[src/rtl/bp_pkg.sv]
// Shared definitions for the branch predictor: counter encodings, index modes,
// FSM states and the table index hash.
package bp_pkg;

  localparam logic [1:0] CNT_SNT = 2'b00;
  localparam logic [1:0] CNT_WNT = 2'b01;
  localparam logic [1:0] CNT_WT  = 2'b10;
  localparam logic [1:0] CNT_ST  = 2'b11;

  localparam int MODE_BIMODAL = 0;
  localparam int MODE_GSHARE  = 1;

  typedef enum logic {
    INIT = 1'b0,
    RUN  = 1'b1
  } bp_state_e;

  // Word-address hash; caller keeps the low BHT_ADDR_BITS and passes zero history for bimodal.
  function automatic logic [31:0] bp_index(input logic [31:0] pc, input logic [31:0] ghr);
    return (pc >> 2) ^ ghr;
  endfunction

endpackage

[src/rtl/bp_ras.sv]
// Circular return-address stack: push/pop with saturating depth count, oldest
// entry overwritten on overflow; simultaneous push+pop replaces the top entry.
module bp_ras #(
  parameter int DEPTH = 4
) (
  input  logic        clk,
  input  logic        resetn,
  input  logic        push,
  input  logic        pop,
  input  logic [31:0] push_data,
  output logic [31:0] top,
  output logic        empty
);

  localparam int PW = $clog2(DEPTH);
  localparam logic [PW:0] CNT_FULL = (PW+1)'(DEPTH);

  logic [31:0]   mem [DEPTH];
  logic [PW-1:0] ptr;
  logic [PW-1:0] top_ptr;
  logic [PW:0]   count;

  assign top_ptr = ptr - 1'b1;
  assign top     = mem[top_ptr];
  assign empty   = (count == '0);

  always_ff @(posedge clk or negedge resetn) begin
    if (!resetn) begin
      ptr   <= '0;
      count <= '0;
      for (int i = 0; i < DEPTH; i++) mem[i] <= '0;
    end else if (push && pop) begin
      mem[top_ptr] <= push_data;
    end else if (push) begin
      mem[ptr] <= push_data;
      ptr      <= ptr + 1'b1;
      if (count != CNT_FULL) count <= count + 1'b1;
    end else if (pop && !empty) begin
      ptr   <= top_ptr;
      count <= count - 1'b1;
    end
  end

endmodule

[src/rtl/branch_predictor.sv]
// 2-bit counter branch predictor (bimodal or gshare) with speculative GHR and
// mispredict repair. Optional return-address stack enabled by BP_RAS_EN.
//
// state | meaning
// INIT  | sweeping counter table to WNT, one entry per cycle; lookups/updates ignored
// RUN   | normal predict/update operation, ready=1
module branch_predictor import bp_pkg::*; #(
  parameter int BHT_ADDR_BITS = 4,
  parameter int GHR_BITS      = 4,
  parameter int MODE          = 0,
  parameter int RAS_DEPTH     = 4
) (
  input  logic                     clk,
  input  logic                     resetn,
  output logic                     ready,
  input  logic                     p_valid,
  input  logic [31:0]              p_PC,
  input  logic                     p_isB,
  input  logic                     p_isCall,
  input  logic                     p_isRet,
  input  logic [31:0]              p_link,
  output logic                     p_taken,
  output logic [BHT_ADDR_BITS-1:0] p_index,
  output logic [GHR_BITS-1:0]      p_ghr,
  output logic                     ras_hit,
  output logic [31:0]              ras_target,
  input  logic                     u_valid,
  input  logic [BHT_ADDR_BITS-1:0] u_index,
  input  logic [GHR_BITS-1:0]      u_ghr,
  input  logic                     u_taken,
  input  logic                     u_mispredict
);

  localparam int B       = BHT_ADDR_BITS;
  localparam int G       = GHR_BITS;
  localparam int ENTRIES = 1 << B;

  bp_state_e   state;
  logic [B-1:0] sweep_ptr;
  logic [G-1:0] ghr;
  logic [G-1:0] ghr_spec;
  logic [G-1:0] ghr_fix;
  logic [1:0]   cnt [ENTRIES];
  logic [1:0]   cnt_cur;
  logic [1:0]   cnt_next;
  logic [31:0]  ghr_ext;
  logic [31:0]  idx_full;
  logic         run;
  logic         unused_idx;

  assign run      = (state == RUN);
  assign ghr_ext  = (MODE == MODE_GSHARE) ? {{(32-G){1'b0}}, ghr} : '0;
  assign idx_full = bp_index(p_PC, ghr_ext);
  assign p_index  = idx_full[B-1:0];
  assign unused_idx = ^idx_full[31:B];
  assign p_taken  = run & p_isB & cnt[p_index][1];
  assign p_ghr    = ghr;

  generate
    if (G == 1) begin : g_ghr1
      logic unused_u_ghr;
      assign ghr_spec     = p_taken;
      assign ghr_fix      = u_taken;
      assign unused_u_ghr = ^u_ghr;
    end else begin : g_ghrn
      logic unused_u_ghr_msb;
      assign ghr_spec         = {ghr[G-2:0], p_taken};
      assign ghr_fix          = {u_ghr[G-2:0], u_taken};
      assign unused_u_ghr_msb = u_ghr[G-1];
    end
  endgenerate

  always_ff @(posedge clk or negedge resetn) begin
    if (!resetn) begin
      state     <= INIT;
      sweep_ptr <= '0;
      ready     <= 1'b0;
      ghr       <= '0;
    end else begin
      case (state)
        INIT: begin
          sweep_ptr <= sweep_ptr + 1'b1;
          if (sweep_ptr == {B{1'b1}}) begin
            state <= RUN;
            ready <= 1'b1;
          end
        end
        RUN: begin
          // Repair wins: a same-cycle lookup is already on the wrong path.
          if (u_valid && u_mispredict) ghr <= ghr_fix;
          else if (p_valid && p_isB)   ghr <= ghr_spec;
        end
        default: state <= INIT;
      endcase
    end
  end

  always_comb begin
    cnt_cur  = cnt[u_index];
    cnt_next = cnt_cur;
    if (u_taken) begin
      if (cnt_cur != CNT_ST) cnt_next = cnt_cur + 1'b1;
    end else begin
      if (cnt_cur != CNT_SNT) cnt_next = cnt_cur - 1'b1;
    end
  end

  // Table is cleared by the sweep rather than by reset fan-out.
  always_ff @(posedge clk) begin
    if (state == INIT)  cnt[sweep_ptr] <= CNT_WNT;
    else if (u_valid)   cnt[u_index]   <= cnt_next;
  end

`ifdef BP_RAS_EN
  logic        ras_empty;
  logic [31:0] ras_top;

  bp_ras #(.DEPTH(RAS_DEPTH)) u_ras (
    .clk       (clk),
    .resetn    (resetn),
    .push      (run & p_valid & p_isCall),
    .pop       (run & p_valid & p_isRet),
    .push_data (p_link),
    .top       (ras_top),
    .empty     (ras_empty)
  );

  assign ras_hit    = run & p_isRet & ~ras_empty;
  assign ras_target = ras_empty ? '0 : ras_top;
`else
  logic unused_ras;
  assign unused_ras = ^{p_isCall, p_isRet, p_link};
  assign ras_hit    = 1'b0;
  assign ras_target = '0;
`endif

endmodule

[config.mk]
export PLATFORM = sky130hd
export DESIGN_NAME = branch_predictor
export DESIGN_NICKNAME = d
export VERILOG_FILES = /design/src/rtl/bp_pkg.sv /design/src/rtl/bp_ras.sv /design/src/rtl/branch_predictor.sv
export SDC_FILE = /design/constraint.sdc
export NUM_CORES = 1
export LEC_CHECK = 0
export CORE_MARGIN = 2
export CORE_UTILIZATION = 41
export CTS_BUF_LIST = sky130_fd_sc_hd__clkbuf_8
export DETAILED_ROUTE_END_ITERATION = 8
export GPL_TIMING_DRIVEN = 0
export PLACE_DENSITY = 0.82
export SKIP_CTS_REPAIR_TIMING = 1
export SYNTH_ARGS = -nofsm -noshare
export SYNTH_HDL_FRONTEND = slang
export SYNTH_HIERARCHICAL = 1
export SYNTH_SLANG_ARGS = --single-unit
[constraint.sdc]
create_clock -name clk -period 2.4 [get_ports clk]
set_clock_uncertainty 0.05 [all_clocks]
set_input_delay 0.48 -clock clk [delete_from_list [all_inputs] [get_ports clk]]
set_output_delay 0.48 -clock clk [all_outputs]
set_load 0.005 [all_outputs]
Word level (Yosys, flattened, before mapping)
Memories as Yosys holds them, arrays and structs flattened.
Cells that the tools add are included.
{"block": "totals", "n_memories": 1, "ramBits": 32, "inputBits": 81, "wordCells": 34, "latch_bits": 0, "regBits": 10, "mem_bits_ro": 0}
{"block": "classes", "n_shift": 0, "bitwise_logic": 3, "order_cmp": 0, "reduce_logical": 7, "n_eq_ne": 2, "mux": 14, "addsub": 3, "div": 0, "multipliers": 0}
{"memory": "cnt", "words": 16, "word_bits": 2, "read_ports": 2, "rd_ports_with_merged_regs": 0, "wr": 1, "line_no": "branch_predictor.sv:43", "source": "logic [1:0] cnt [ENTRIES];"}
{"operator": "4-bit 2-to-1 mux", "count": 3}
{"operator": "2-bit 2-to-1 mux", "count": 4}
{"operator": "1-bit 2-to-1 mux", "count": 7}
{"operator": "4-bit by 1-bit adder with 4-bit output (second input constant)", "count": 1}
{"operator": "4-bit == test (second input constant)", "count": 1}
{"operator": "2-bit AND reduction", "count": 2}
{"operator": "2-bit nonzero test", "count": 2}
{"operator": "2-bit by 1-bit adder with 2-bit output (second input constant)", "count": 1}
{"operator": "1-bit bitwise AND", "count": 2}
{"operator": "1-bit logical AND", "count": 2}
{"operator": "2-bit inequality test (second input constant)", "count": 1}
{"operator": "2-bit OR reduction", "count": 1}
{"operator": "2-bit by 1-bit subtractor with 2-bit output (second input constant)", "count": 1}
{"operator": "1-bit inverter", "count": 1}

Depth between registers and ports, before layout
Gate-level depths: netlist of the first run.
{"block": "depth", "word_depth": 5, "ltp_mapped": 6, "depth_no_buf": 5}

Worst setup path before layout of the first run
Ideal clock, no wire load.
{"block": "synth_timing", "kind": "input -> register", "start": "in u_index[0]", "end": "mem cnt[0][0] (data pin)", "arrival_ps": 2024, "setup_time_ps": 291, "setup_slack_ps": 35, "n_path_buf": 1, "cell_stages": 6, "cell_sequence": "buf_6 > mux4_2 > a22oi_2 > nand3_2 > nand2b_1 > a21oi_1"}
{"block": "synth_between", "elab_chain_len": 5, "word_cells_on_any_way": 9, "cone_classes": "add/sub (2); eq/ne (1); mux (4); reduce/logical (1); memory (1)"}
{"element": "start: declaration", "line_no": "branch_predictor.sv:28", "source": "input logic [BHT_ADDR_BITS-1:0] u_index,"}
{"element": "memory read 16 x 2 bit (*)"}
{"element": "2-bit by 1-bit subtractor with 2-bit output, or another cell as far along", "line_no": "branch_predictor.sv:104", "source": "if (cnt_cur != CNT_SNT) cnt_next = cnt_cur - 1'b1;"}
{"element": "2-bit 2-to-1 mux, on equally long branches", "line_no": "branch_predictor.sv:104, branch_predictor.sv:102"}
{"element": "2-bit 2-to-1 mux (*)", "line_no": "branch_predictor.sv:101", "source": "if (u_taken) begin"}
{"element": "2-bit 2-to-1 mux (no source line) (*)"}
{"element": "end: declaration", "line_no": "branch_predictor.sv:43"}
Every way passes the cells marked *; elsewhere a longest branch is shown, timed or not.

Worst setup path in the final report of the first run
{"block": "layout_timing", "start": "in u_index[2]", "end": "mem cnt[14][0] (data pin)"}
The elaborated chain is that of the path after synthesis.

==> results.txt, run 1 <==
----------------------------------------------------
[Worst hold path]
  Tightest Hold Check Type ... primary input to async pin

[Drt]
  Post-DRT Antenna Nets ... 0
  Vias per Instance ... 4.88
  Detailed Routing Iterations Pass 1 ... 4
  Detailed Route WL ... 4.69 mm
  Total vias in the final route ... between 1500 and 2000
  Per-cell routed wire length ... around 14 um
  Remaining design rule violation count ... 0
  Violation count after the first detailed-route iteration ... 141

[Synth]
  Synth top area cells ... sky130_fd_sc_hd__edfxtp_1 40%, sky130_fd_sc_hd__buf_4 12%, sky130_fd_sc_hd__dfrtp_1 11%
  Post-Synthesis Cells ... around 190
  FF+latch count, synth ... 42
  Average cell area after synthesis ... 12.8 um^2
  Biggest area consumer among synthesized cells ... sky130_fd_sc_hd__edfxtp_1
  Post-synthesis sequential area ratio ... 0.510
  Count of yosys warnings during synthesis ... 6
  Fraction of post-synthesis cell area in the top cell type by area ... 0.404
  Combined area of all synthesized cells ... 0.00238 mm^2
  Unique cell type count in the Yosys netlist ... 35

[Global route]
  Aggregate global routing overflow ... 0
  Maximum number of pins on one net before global-route repair ... 17
  Number of antenna violations at the first check in global routing ... 0
  First-pass GRT wire length ... 6.94 mm
  Total Routing Usage GR ... 0.148
  Vias in the first global route ... roughly 1400

[STA]
  Min setup slack post-route ... 74.5 ps
  Part of the cycle the worst path needs ... 0.969
  Worst hold margin ... 431 ps
  Final Max Tran Viols ... 0
  Final setup viols ... 0
  Fmax achieved ... 0.430 GHz
  Tmin final ... approximately 2300 ps
  Tightest slew margin relative to the limit ... 0.650
  RSZ-0062 raised after global routing ... no
  Fin Setup TNS ... 0 ps
  Number of hold violations in the final report ... 0
  Worst-margin pin slew ... around 520 ps

[Die]
  Initial core utilization ... 0.429
  IO Count ... ~120
  Die Outline Area ... around 0.0064 mm^2
  Die X ... 80.1 um
  Die boundary height ... 80.1 um
  Site row count ... 27
  Area of the core ... about 0.0055 mm^2

[Clock network]
  # H-tree levels ... 2
  Maximum root-to-sink buffer count ... 2
  TritonCTS clock tree ... yes
  Clock slew at the register clock pins of the worst setup and hold paths ... 70 ps
  Clock Sink Count ... 42
  Total clock buffers created by CTS ... 5
  Source-to-sink clock delay at the later pin of the worst-skew pair ... 310 ps
  Clock root buffer ... sky130_fd_sc_hd__clkbuf_8

[Setup path]
  CP Launch Type ... primary input
  CP Class ... primary input to flop
  Maximum fanout encountered on the critical timing path ... 16
  Worst path required time ... roughly 2400 ps
  Kind of capture point of the worst setup path ... flop
  Arrival @ worst endpoint ... 2330 ps

[Pwr]
  Worst vdd ir ... 0.000256 V
  Static Leakage ... between 1 and 1.5 nW
  Cell Pwr Density ... 515 mW/mm^2

[Run]
  Number of max-cap violations ... 0

[Layout]
  Filler cells ... 456
  Number of nets at the end of the flow ... 334
  Fraction of final layout cells with drive strength greater than 1 ... 0.269
  Number of diodes ... 0
  Area added between synthesis and finish ... 26.4%

[Place]
  Setup slack at placement ... -1140 ps
  Final HPWL DP ... between 3 and 4 mm
  Gp weighted congestion ... 0.826
  Count of port buffers added during placement ... 26

[Run status]
  Status ... finished clean

----------------------------------------------------
final cells by class:
class | instances | area (um^2) | area share
clock inverter | 3 | 16.3 | 0.00542
tap | 72 | 90.1 | 0.0300
multi-input combinational | 130 | 965 | 0.321
timing repair buffer | 28 | 290 | 0.0967
buffer | 43 | 354 | 0.118
sequential | 42 | 1210 | 0.403
inverter | 2 | 7.51 | 0.00250
clock buffer | 5 | 68.8 | 0.0229
metal layers:
layer | GRT usage | part of all wire
met3 | 0.0427 | 0.088
met5 | 0 | 0
met1 | 0.174 | 0.39
met4 | 0.0712 | 0.031
met2 | 0.248 | 0.49
placed cells by master (no fill, tap or decap), types with 2 or more instances in the layout:
cell,n
sky130_fd_sc_hd__nand3_2,2
sky130_fd_sc_hd__mux4_2,5
sky130_fd_sc_hd__o21ai_0,4
sky130_fd_sc_hd__nor3_1,2
sky130_fd_sc_hd__and2b_2,2
sky130_fd_sc_hd__a21oi_4,2
sky130_fd_sc_hd__buf_4,38
sky130_fd_sc_hd__nor2_1,20
sky130_fd_sc_hd__buf_6,2
sky130_fd_sc_hd__mux2i_1,6
sky130_fd_sc_hd__nand2_1,14
sky130_fd_sc_hd__conb_1,33
sky130_fd_sc_hd__nand2b_1,2
sky130_fd_sc_hd__mux4_1,7
sky130_fd_sc_hd__clkbuf_1,2
sky130_fd_sc_hd__nor3b_1,4
sky130_fd_sc_hd__clkbuf_8,6
sky130_fd_sc_hd__nor2b_1,2
sky130_fd_sc_hd__dlymetal6s2s_1,3
sky130_fd_sc_hd__nand3_1,3
sky130_fd_sc_hd__clkdlybuf4s50_1,22
sky130_fd_sc_hd__a31oi_1,6
sky130_fd_sc_hd__a22oi_2,2
sky130_fd_sc_hd__dfrtp_1,10
sky130_fd_sc_hd__xnor2_1,3
sky130_fd_sc_hd__inv_1,2
sky130_fd_sc_hd__edfxtp_1,32
power breakdown:
group	internal [mW]	leakage (nW)	switching [mW]
Clock	0.199	0.0416	0.246
Combinational	0.156	0.808	0.123
Sequential	0.811	0.413	0.0105
Total	1.17	1.26	0.379
cell families (layout without fill, tap and decap cells):
family / after synthesis / count (layout) / share of synthesized area
buffers and inverters: 45 / 81 / 0.152
multiplexers: 19 / 19 / 0.155
XOR/XNOR: 3 / 3 / 0.0111
AND/OR/NAND/NOR: 54 / 54 / 0.111
AO/OA/AOI/OAI: 20 / 20 / 0.0542
other: 1 / 33 / 0.00158
flip-flops: 42 / 42 / 0.510
adder cells (fa/ha/maj): 1 / 1 / 0.00527
flip-flops by register name, indices dropped and copies added (netlist names):
signal,count
p_ghr,4
cnt,32
sweep_ptr,4
ready,1
run,1
metrics by stage:
stage | util | instances | power (mW) | instance area [um^2]
2_1_floorplan | - | 217 | 0.994 | 2500
6_report | 0.542 | 325 | 1.55 | 3000
5_1_grt | 0.542 | 325 | 1.61 | 3000
4_1_cts | 0.529 | 323 | 1.53 | 2930
3_3_place_gp | 0.514 | 315 | 1.09 | 2850
3_5_place_dp | 0.514 | 315 | 1.10 | 2850
path summary, 6_finish.rpt:
check	from	endpoint	slack, ps	cells past startpoint
setup / recovery	u_index[2]	cnt[14][0]$_DFFE_PP_	70	8
hold reg to reg	ready$_DFFE_PN0P_	ready$_DFFE_PN0P_	430	1
setup reg to reg	cnt[4][1]$_DFFE_PP_	cnt[14][0]$_DFFE_PP_	150	7
hold / removal	resetn	sweep_ptr[2]$_DFFE_PN0N_	430	1
min in group clk	ready$_DFFE_PN0P_	ready$_DFFE_PN0P_	430	1
max in group asynchronous	resetn	sweep_ptr[0]$_DFFE_PN0N_	1570	1
worst max-delay path, cell delays in order:
cell,delay (ps)
sky130_fd_sc_hd__clkdlybuf4s50_1,500
sky130_fd_sc_hd__clkbuf_8,180
sky130_fd_sc_hd__mux4_1,310
sky130_fd_sc_hd__a22oi_2,190
sky130_fd_sc_hd__nand3_2,150
sky130_fd_sc_hd__nor3b_2,300
sky130_fd_sc_hd__a21oi_4,60
sky130_fd_sc_hd__buf_12,150
cell usage after synthesis, drive strengths merged:
cell type and count:
buf 39, edfxtp 32, nor2 20, nand2 14
mux4 12, dfrtp 10, a31oi 6, mux2i 6
nand3 5, nor3b 5, o21ai 5, a21oi 3
clkbuf 3, xnor2 3, a22oi 2, and2b 2
inv 2, nand2b 2, nor2b 2, nor3 2
a31o 1, a41oi 1, bufbuf 1, conb 1
ha 1, mux2 1, nand3b 1, nand4b 1
o21bai 1, o22ai 1
No activity file was read; power rests on OpenSTA's default activity.
==> run 2, diff against run 1 <==
- CORE_UTILIZATION: 41 -> 25
- PLACE_DENSITY: 0.82 -> 0.54
==> run 2 against run 1 <==
Against the previous run: combinational power hardly changed; register-to-register slack better by 150 ps; core utilization shrank 21 points; critical path depth down 1; final cell count rose by 18%; largest cell class unchanged; largest power group unchanged.
==> results.txt, run 2 (same netlist as run 1, synthesis figures left out) <==
----------------------------------------------------
[Pwr]
  Internal power summed over all cells ... 1.28 mW (was 1.17 mW)
  Clk pwr share ... 0.330 (was 0.288)
  Switching share of total power ... 0.223 (was 0.245)
  Psw ... 0.367 mW (was 0.379 mW)
  Cell Pwr Density ... 529 mW/mm^2 (was 515 mW/mm^2)
  Static Leakage ... 1.28 nW (was 1.26 nW)
  Portion of total power attributed to sequential cells ... 0.500 (was 0.532)
  Worst vdd ir ... 0.000237 V (was 0.000256 V)
  Combinational cell fraction of total power ... 0.171 (was 0.181)

[Die]
  Site row count ... 35 (was 27)
  Area of the core ... 0.00924 mm^2 (was 0.00554 mm^2)
  Die boundary height ... 101 um (was 80.1 um)
  IO Count ... 124 (unchanged)
  Die Outline Area ... 0.0103 mm^2 (was 0.00642 mm^2)
  Die X ... 101 um (was 80.1 um)
  Initial core utilization ... 0.257 (was 0.429)

[STA]
  Tmin final ... 2290 ps (was 2330 ps)
  Final Max Tran Viols ... 0 (unchanged)
  Tightest slew margin relative to the limit ... 0.635 (was 0.650)
  RSZ-0062 raised after global routing ... no (unchanged)
  Final setup viols ... 0 (unchanged)
  Number of hold violations in the final report ... 0 (unchanged)
  Worst hold margin ... 445 ps (was 431 ps)
  Worst-margin pin slew ... 544 ps (was 523 ps)
  Part of the cycle the worst path needs ... 0.954 (was 0.969)
  Fmax achieved ... 0.437 GHz (was 0.430 GHz)

[Drt]
  Detailed Route WL ... 4.68 mm (was 4.69 mm)
  Detailed Routing Iterations Pass 1 ... 4 (unchanged)
  Vias per Instance ... 3.85 (was 4.88)
  Per-cell routed wire length ... 12.2 um (was 14.4 um)
  Remaining design rule violation count ... 0 (unchanged)
  Post-DRT Antenna Nets ... 0 (unchanged)
  Total vias in the final route ... 1472 (was 1586)
  Violation count after the first detailed-route iteration ... 29 (was 141)

[Global route]
  First-pass GRT wire length ... 7.13 mm (was 6.94 mm)
  Total Routing Usage GR ... 0.0936 (was 0.148)
  Vias in the first global route ... 1413 (was 1414)
  Aggregate global routing overflow ... 0 (unchanged)
  Maximum number of pins on one net before global-route repair ... 17 (unchanged)
  Number of antenna violations at the first check in global routing ... 0 (unchanged)

[Layout]
  Filler cells ... 910 (was 456)
  Fraction of final layout cells with drive strength greater than 1 ... 0.273 (was 0.269)
  Number of standard cells in the layout, taps in and fillers out ... 382 (was 325)
  Commonest cells after routing, fill and taps aside ... 38 x sky130_fd_sc_hd__buf_4, 33 x sky130_fd_sc_hd__conb_1, 32 x sky130_fd_sc_hd__edfxtp_1, 22 x sky130_fd_sc_hd__clkdlybuf4s50_1, 20 x sky130_fd_sc_hd__nor2_1 (unchanged)
  Most frequent standard cell in the layout excluding fill and tap cells ... sky130_fd_sc_hd__buf_4 (unchanged)
  Final core utilization ... 0.336 (was 0.542)
  Number of diodes ... 0 (unchanged)
  Number of nets at the end of the flow ... 334 (unchanged)
  Area added between synthesis and finish ... 30.8% (was 26.4%)
  Register with the highest flop count ... cnt (unchanged)
  Flip-flop count of the largest register, all copies and words added ... 32 (unchanged)

[Place]
  Count of port buffers added during placement ... 26 (unchanged)
  Gp weighted congestion ... 0.778 (was 0.826)
  Final HPWL DP ... 3.55 mm (was 3.44 mm)
  Post-placement cell count ... 372 (was 315)

[Setup path]
  Maximum fanout encountered on the critical timing path ... 16 (unchanged)
  CP Launch Type ... primary input (unchanged)
  Worst path required time ... 2360 ps (was 2400 ps)
  Kind of capture point of the worst setup path ... flop (unchanged)
  CP Class ... primary input to flop (unchanged)
  Arrival @ worst endpoint ... 2250 ps (was 2330 ps)

[Worst hold path]
  Tightest Hold Check Type ... primary input to async pin (unchanged)

[Clock network]
  Maximum root-to-sink buffer count ... 2 (unchanged)
  # H-tree levels ... 2 (unchanged)
  Clock root buffer ... sky130_fd_sc_hd__clkbuf_8 (unchanged)
  Source-to-sink clock delay at the later pin of the worst-skew pair ... 290 ps (was 310 ps)
  Clock Sink Count ... 42 (unchanged)
  Clock slew at the register clock pins of the worst setup and hold paths ... 80 ps (was 70 ps)
  Total clock buffers created by CTS ... 5 (unchanged)
  TritonCTS clock tree ... yes (unchanged)

[Run status]
  Status ... finished clean (unchanged)

[Run]
  Number of max-cap violations ... 0 (unchanged)

----------------------------------------------------
==> run 2: path summary, 6_finish.rpt <==
check / start / to / slack, ps / cells after the start
setup / recovery: u_index[2] / cnt[4][1]$_DFFE_PP_ / 110 / 7
hold / removal: resetn / ready$_DFFE_PN0P_ / 450 / 1
setup reg to reg: cnt[1][1]$_DFFE_PP_ / cnt[4][1]$_DFFE_PP_ / 300 / 5
hold reg to reg: ready$_DFFE_PN0P_ / ready$_DFFE_PN0P_ / 450 / 1
max in group asynchronous: resetn / sweep_ptr[3]$_DFFE_PN0N_ / 1550 / 1
min in group clk: ready$_DFFE_PN0P_ / ready$_DFFE_PN0P_ / 450 / 1
==> run 2: power by group through the flow <==
| stage | registers (mW) | logic (mW) | clock network, mW |
|---|---|---|---|
| final | 0.821 | 0.281 | 0.542 |
| after global routing | 0.824 | 0.310 | 0.586 |
| after CTS | 0.822 | 0.259 | 0.556 |
| after detailed placement | 0.839 | 0.258 | 0 |
| after global placement | 0.838 | 0.256 | 0 |
| after floorplan | 0.837 | 0.156 | 0 |
==> run 2: routing by layer <==
layer | share of wire | vias to the layer above | GRT usage
li1 | - | 741 | -
met4 | 0.0049 | 0 | 0.0405
met5 | 0 | - | 0
met1 | 0.44 | 673 | 0.109
met2 | 0.49 | 55 | 0.161
met3 | 0.069 | 3 | 0.0255
==> run 2: cell type report <==
| class | count | area [um^2] | share of cell area |
|---|---|---|---|
| Tap cell | 129 | 161 | 0.0520 |
| Clock inverter | 3 | 40.0 | 0.0129 |
| Clock buffer | 5 | 68.8 | 0.0222 |
| Multi-Input combinational cell | 130 | 971 | 0.313 |
| Sequential cell | 42 | 1210 | 0.390 |
| Buffer | 43 | 354 | 0.114 |
| Timing Repair Buffer | 28 | 293 | 0.0942 |
| Inverter | 2 | 7.51 | 0.00242 |
==> run 2: per-stage QoR <==
stage	total power, mW	instance area [um^2]	worst slack [ps]	setup TNS, ps
after floorplan	0.994	2500	34.7	0
after global placement	1.09	2920	-1060	-29440
after detailed placement	1.10	2920	-1110	-32070
after CTS	1.64	3030	-808	-21510
after global routing	1.72	3110	17.5	0
final	1.64	3110	110	0
==> run 2: worst max-delay path: stages <==
cell and delay (ps):
sky130_fd_sc_hd__clkdlybuf4s50_1 500, sky130_fd_sc_hd__clkbuf_8 180, sky130_fd_sc_hd__mux4_1 310, sky130_fd_sc_hd__a22oi_2 170, sky130_fd_sc_hd__nand3_2 150, sky130_fd_sc_hd__o21ai_1 280
sky130_fd_sc_hd__a21oi_4 170
